[config.mk]
export PLATFORM = sky130hd
export DESIGN_NAME = bank_biu_writeback_unit
export DESIGN_NICKNAME = d
export VERILOG_FILES = /design/src/rtl/bank_biu_writeback_unit.sv
export SDC_FILE = /design/constraint.sdc
export NUM_CORES = 1
export LEC_CHECK = 0
export CORE_MARGIN = 1
export CORE_UTILIZATION = 51
export CTS_CLUSTER_SIZE = 28
export DETAILED_ROUTE_END_ITERATION = 7
export GPL_TIMING_DRIVEN = 0
export PLACE_DENSITY = 0.77
export SYNTH_ARGS = -nofsm -noshare
export SYNTH_HDL_FRONTEND = slang
export SYNTH_SLANG_ARGS = --single-unit
[constraint.sdc]
create_clock -name clk_i -period 18.8 [get_ports clk_i]
set_input_delay 3.76 -clock clk_i [delete_from_list [all_inputs] [get_ports clk_i]]
set_output_delay 3.76 -clock clk_i [all_outputs]
set_load 0.01 [all_outputs]
[src/rtl/bank_biu_writeback_unit.sv]
// Write-back sink: buffers 256-bit cachelines from the bank SRAM controller and
// drains them to sub-memory as up to two 128-bit beats, skipping empty offsets.
module bank_biu_writeback_unit #(
    parameter int DEPTH = 2,
    parameter int PTR_W = 1
) (
    input  logic         clk_i,
    input  logic         rst_i,
    input  logic         sc_biu_valid_i,
    output logic         sc_biu_ready_o,
    input  logic [255:0] sc_biu_data_i,
    input  logic [31:0]  sc_biu_strb_i,
    input  logic [5:0]   sc_biu_set_way_i,
    output logic         mem_wr_valid_o,
    input  logic         mem_wr_ready_i,
    output logic [6:0]   mem_wr_addr_o,
    output logic [127:0] mem_wr_data_o,
    output logic [15:0]  mem_wr_strb_o,
    output logic         mem_wr_last_o,
    output logic         busy_o
);

    typedef enum logic [1:0] {S_IDLE, S_BEAT0, S_BEAT1} state_t;

    localparam logic [PTR_W:0] FULL_CNT = (PTR_W + 1)'(DEPTH);

    logic [255:0]     r_data    [DEPTH];
    logic [31:0]      r_strb    [DEPTH];
    logic [5:0]       r_set_way [DEPTH];
    logic [PTR_W-1:0] r_wr_ptr, r_rd_ptr;
    logic [PTR_W:0]   r_count;
    state_t           r_state, w_state_nxt;

    logic         w_push, w_pop, w_nonempty;
    logic [255:0] w_head_data;
    logic [31:0]  w_head_strb;
    logic [5:0]   w_head_set_way;
    logic         w_lo_any, w_hi_any;

    assign w_nonempty     = (r_count != '0);
    assign w_head_data    = r_data[r_rd_ptr];
    assign w_head_strb    = r_strb[r_rd_ptr];
    assign w_head_set_way = r_set_way[r_rd_ptr];
    assign w_lo_any       = (w_head_strb[15:0] != '0);
    assign w_hi_any       = (w_head_strb[31:16] != '0);

    // Ready comes from the registered count only; a same-cycle pop never frees a slot early.
    assign sc_biu_ready_o = (r_count != FULL_CNT) & ~rst_i;
    assign w_push         = sc_biu_valid_i & sc_biu_ready_o;

    always_ff @(posedge clk_i) begin
        if (w_push) begin
            r_data[r_wr_ptr]    <= sc_biu_data_i;
            r_strb[r_wr_ptr]    <= sc_biu_strb_i;
            r_set_way[r_wr_ptr] <= sc_biu_set_way_i;
        end
    end

    always_ff @(posedge clk_i or posedge rst_i) begin
        if (rst_i) begin
            r_wr_ptr <= '0;
            r_rd_ptr <= '0;
            r_count  <= '0;
        end else begin
            if (w_push) r_wr_ptr <= r_wr_ptr + PTR_W'(1);
            if (w_pop)  r_rd_ptr <= r_rd_ptr + PTR_W'(1);
            case ({w_push, w_pop})
                2'b10:   r_count <= r_count + (PTR_W + 1)'(1);
                2'b01:   r_count <= r_count - (PTR_W + 1)'(1);
                default: r_count <= r_count;
            endcase
        end
    end

    always_ff @(posedge clk_i or posedge rst_i) begin
        if (rst_i) r_state <= S_IDLE;
        else       r_state <= w_state_nxt;
    end

    always_comb begin
        w_state_nxt = r_state;
        w_pop       = 1'b0;
        case (r_state)
            S_IDLE: begin
                if (w_nonempty) begin
                    if (w_lo_any)      w_state_nxt = S_BEAT0;
                    else if (w_hi_any) w_state_nxt = S_BEAT1;
                    else               w_pop       = 1'b1;
                end
            end
            S_BEAT0: begin
                if (mem_wr_ready_i) begin
                    if (w_hi_any) begin
                        w_state_nxt = S_BEAT1;
                    end else begin
                        w_state_nxt = S_IDLE;
                        w_pop       = 1'b1;
                    end
                end
            end
            S_BEAT1: begin
                if (mem_wr_ready_i) begin
                    w_state_nxt = S_IDLE;
                    w_pop       = 1'b1;
                end
            end
            default: w_state_nxt = S_IDLE;
        endcase
    end

    always_comb begin
        mem_wr_valid_o = (r_state != S_IDLE);
        mem_wr_addr_o  = {w_head_set_way, r_state == S_BEAT1};
        mem_wr_data_o  = w_head_data[127:0];
        mem_wr_strb_o  = w_head_strb[15:0];
        mem_wr_last_o  = 1'b0;
        if (r_state == S_BEAT1) begin
            mem_wr_data_o = w_head_data[255:128];
            mem_wr_strb_o = w_head_strb[31:16];
            mem_wr_last_o = 1'b1;
        end else if (r_state == S_BEAT0) begin
            mem_wr_last_o = ~w_hi_any;
        end
        busy_o = w_nonempty | (r_state != S_IDLE);
    end

endmodule

# Word-level counts from Yosys, hierarchy flattened
# Memories as Yosys holds them, arrays and structs flattened.
# Cells that the tools add are included.
[word_totals]
n_memories = 3
mem_bits_rw = 588
wordCells = 52
out_inout_bits = 155
reg_bits = 6
[op_classes]
bitwise = 5
n_mux = 20
reduce_logical = 7
add_sub_neg = 4
eq_ne = 9
[memory_table]
columns = ["memory", "words", "width", "read_ports", "rd_clocked_by_memory_dff", "wr", "line_no", "text"]
rows = [
  ["r_data", 2, 256, 1, 0, 1, "27", "logic [255:0] r_data [DEPTH];"],
  ["r_strb", 2, 32, 1, 0, 1, "28", "logic [31:0] r_strb [DEPTH];"],
  ["r_set_way", 2, 6, 1, 0, 1, "29", "logic [5:0] r_set_way [DEPTH];"],
]
[ops]
columns = ["cell", "n"]
rows = [
  ["$mux 128", 1],
  ["$reduce_bool 16->1", 2],
  ["$mux 16", 1],
  ["$mux 2", 6],
  ["$mux 1", 9],
  ["$ne 2x2->1 const B", 4],
  ["$pmux 2 s3", 1],
  ["$reduce_bool 2->1", 3],
  ["$eq 2x1->1 const B", 2],
  ["$eq 2x2->1 const B", 2],
  ["$pmux 2 s2", 1],
  ["$reduce_and 4->1", 1],
  ["$ne 3x3->1 const B", 1],
  ["$pmux 1 s3", 1],
  ["$add 1x1->1 const B", 2],
  ["$add 2x1->2 const B", 1],
  ["$and 1x1->1", 2],
  ["$logic_not 2->1", 1],
  ["$not 1->1", 2],
  ["$sub 2x1->2 const B", 1],
  ["$or 1x1->1", 1],
]

# Logic depth before layout (Yosys ltp)
# An unclocked memory read counts as a cell.
[depth]
word_depth = 8
mapped_depth = 10
mapped_depth_nobuf = 9

# Least setup slack after synthesis
# Ideal clock, no wire load.
[synth_timing]
kind = "input-to-reg"
startpoint = "input port rst_i"
endpoint = "memory r_data[0][0] (enable)"
n_path_buf = 0
cell_stages = 3
path_slack_ns = 1.463
arrival_time_ns = 16.381
required_time_ns = 17.844
path_cell_list = "a21oi_1 > nand2_1 > nor2_1"
[synth_between]
elab_chain_cells = 5
[synth_rtl]
columns = ["element", "line_no", "text"]
rows = [
  ["from (decl)", "8", "input logic rst_i,"],
  ["$not 1->1", "48", "assign sc_biu_ready_o = (r_count != FULL_CNT) & ~rst_i;"],
  ["$and 1x1->1", "48", ""],
  ["$and 1x1->1", "49", "assign w_push = sc_biu_valid_i & sc_biu_ready_o;"],
  ["$mux 1", "52", "if (w_push) begin"],
  ["$mux 1 (implied by the code)", "53", "r_data[r_wr_ptr] <= sc_biu_data_i;"],
  ["to (decl)", "27", ""],
]
# Every way passes these cells.

# Final worst setup path
[layout_timing]
startpoint = "input port rst_i"
endpoint = "output port sc_biu_ready_o"
[layout_between]
elab_chain_cells = 2
[layout_rtl]
columns = ["element", "line_no", "text"]
rows = [
  ["$not 1->1", "48", ""],
  ["$and 1x1->1", "48", ""],
  ["to (decl)", "10", "output logic sc_biu_ready_o,"],
]
# Every way passes these cells.

==> flow_metrics.py <==
metrics = {
    "status": {
        "status": "completed",
    },
    "worst_setup_path": {
        "critPathBufInv": 2,
        "path_common_cell": "clkdlybuf4s50_1",
        "end_kind": "output pin",
        "crit_family": "buffers and inverters",
        "worstPathCellList": "clkdlybuf4s50_1, a21oi_1, clkdlybuf4s50_1",
        "crit_arrival_ns": 5.05,
        "rr_endpoint": "r_data[0][23]",
        "cpPeakStageDelay_ns": 0.63,
        "r2r_start": "r_count[0]",
        "rrSetupSlack_ns": 15.78,
        "cp_max_fo": 3,
        "start_kind": "input port",
        "crit_slowest_cell": "clkdlybuf4s50_1",
        "worst_ep_required_time_ns": 15.04,
        "reg2reg_depth": 8,
        "path_class": "in2out",
    },
    "synth": {
        "synth_seq_cells": 594,
        "netlist_area_um2": 21800,
        "synth_cell_type_count": 29,
        "synthTopCellsByArea": "edfxtp_1 81%, mux4_2 15%, buf_6 0.72%",
        "yosysWarnings": 0,
        "async_flop_share": 0.0101,
        "ys_seq_area_frac": 0.818,
        "yosys.area.top_type": "edfxtp_1",
        "syn_nets": 1135,
        "synth_edf_count": 588,
        "syn_area_per_cell_um2": 26.0,
        "synthesis.instances": 836,
        "synth_ff_type": "edfxtp_1",
        "synth_top_area_frac": 0.812,
    },
    "cells_and_area": {
        "final_core_util": 0.693,
        "fin_nets": 1661,
        "drive_gt1_frac": 0.200,
        "fillerInstances": 2567,
        "multi_input_area_um2": 3680,
        "area_growth_pct": 33.8,
        "register_area_um2": 17800,
    },
    "sta": {
        "drv_slew": 0,
        "hold_viol_final": 0,
        "slew_headroom": 0.355,
        "timing.final.ws_setup_ns": 9.99,
        "worst_slew_pin_slew_ns": 0.965,
        "fmaxAchievable_mhz": 113,
        "fin_crit_sh": 0.469,
        "post-route-min-period_ns": 8.81,
        "fin_skew_ns": 0.0183,
        "setup_violations": 0,
        "grt_setup_unrepaired": "false",
    },
    "cts": {
        "cts_buffer_depth": 3,
        "cts_hold_buf": 0,
        "cts_root_buffer": "clkbuf_16",
        "htree_levels": 2,
        "cts_buffers": 57,
        "cts_tree": "done",
        "clock_latency_ns": 0.59,
        "clock-sinks": 594,
        "clkSlewWorstSetupHoldPaths_ns": 0.06,
        "postCtsSetupRepairBufs": 0,
        "ctsResizeCount": 0,
    },
    "power_and_ir_drop": {
        "pwr-share-comb": 0.307,
        "pwr-share-seq": 0.418,
        "power.switching_uw": 1060,
        "clkPwrFrac": 0.274,
        "power_density_nw_per_um2": 139,
        "ir_drop_mv": 0.103,
        "p_leak_uw": 0.00948,
        "switching_share": 0.263,
        "p_int_uw": 2970,
    },
    "global_route": {
        "grt_start_max_net_pins": 68,
        "grt.total_usage": 0.222,
        "grt_overflow": 0,
        "antenna_found_initial": 9,
        "grt_pass1_vias": 11600,
        "grt_first_pass_wirelength_um": 71100,
    },
    "hold_path": {
        "hold_depth": 1,
        "hold_end": "r_count[1]",
        "holdCritPathClass": "reg2reg",
        "hold_start": "r_count[1]",
    },
    "die": {
        "die_area_um2": 43500,
        "core_um2": 42000,
        "fp-row-count": 75,
        "initial_core_util": 0.518,
        "die_x_um": 209,
        "die_height_um": 209,
        "pin_count": 453,
    },
    "place": {
        "hpwl_um": 33400,
        "io_buffers": 452,
        "place_congestion": 0.810,
        "dp_slack_ns": 10.02,
    },
    "run": {
        "max_cap_violations": 0,
    },
    "drt": {
        "avgViaCountPerCell": 5.53,
        "vias": 10800,
        "wirelength_um": 47900,
        "drc": 0,
        "wire_per_inst_um": 24.6,
        "drtIter0Drc": 722,
        "dr.pass1.iters": 5,
        "ant_nets": 0,
    },
}
cell families (layout without fill, tap and decap cells):
logic type	after synthesis	in the layout	share of synthesized area
buffers and inverters	40	610	0.0130
DFF	594	594	0.818
muxes	150	150	0.152
AOI/OAI and AO/OA	12	12	0.00454
other	0	6	0
adders and majority gates	1	1	0.000575
xor gates and xnor gates	4	4	0.00161
and+or+nand+nor	35	35	0.00966
how the worst max path moves through the flow:
stage / cells after the start / start / slack [ns] / end
final: 3 / rst_i / 9.99 / sc_biu_ready_o
after floorplan: 3 / rst_i / 1.46 / r_data[0][0]
after global routing: 3 / rst_i / 9.95 / sc_biu_ready_o
after CTS: 3 / rst_i / 10.00 / sc_biu_ready_o
after global placement: 4 / rst_i / -5.56 / r_data[0][165]
after detailed placement: 3 / rst_i / 10.02 / sc_biu_ready_o
power by group through the flow:
stage | registers [uW] | clock network (uW) | logic, uW
final | 1690 | 1110 | 1240
after global routing | 1700 | 1180 | 1310
after detailed placement | 1710 | 0 | 1260
after global placement | 1820 | 0 | 1220
after floorplan | 1770 | 0 | 646
after CTS | 1690 | 1130 | 1270
synth_stat cells, drive strengths merged, types with 2 or more instances:
master,instances
a21o,2
nor2,6
o211ai,2
nand2b,2
inv,6
dfrtp,6
xnor2,3
nand2,4
mux4,144
buf,34
and4,2
edfxtp,588
a21oi,3
nor4,16
mux2,6
nand4,2
per-layer routing:
layer | vias to the layer above | track usage | wire (um)
li1 | 4708 | - | -
met1 | 5559 | 0.274 | 17600
met2 | 435 | 0.379 | 24800
met3 | 85 | 0.0681 | 4340
met4 | 8 | 0.0674 | 1120
met5 | - | 0 | 61
through the flow:
stage               total power (uW)  cell area (um2)  std cells  hold WS (ns)  TNS [ns]
finish                          4030            29100       1951         0.508         0
global route                    4190            29100       1948         0.532         0
CTS                             4080            29100       1945         0.509         0
detailed placement              2970            27300       1842         0.498         0
global placement                3040            27000       1827         0.478  -1620.76
floorplan                       2420            21800        836         0.460         0
placed cells by master (no fill, tap or decap), types with 7 or more instances in the layout:
master,count
buf_6,14
buf_2,19
clkdlybuf4s50_1,452
clkinv_2,7
clkbuf_16,57
edfxtp_1,588
mux4_2,144
buf_12,9
clkbuf_1,22
nor4_1,14
sequential cells by signal (all words and copies together), names as in the netlist:
name / count
r_count: 2
r_data: 512
r_rd_ptr: 1
r_set_way: 12
r_state: 2
r_strb: 64
r_wr_ptr: 1
cell type report:
type                            count  area share
Buffer                             34     0.00894
Multi-Input combinational cell    202       0.126
Antenna cell                        6    0.000516
Timing Repair Buffer              467       0.167
Tap cell                          539      0.0232
Sequential cell                   594       0.611
Inverter                            6    0.000773
Clock inverter                     24     0.00971
Clock buffer                       79      0.0518
Note: power is estimated with default switching activity, not from simulation.
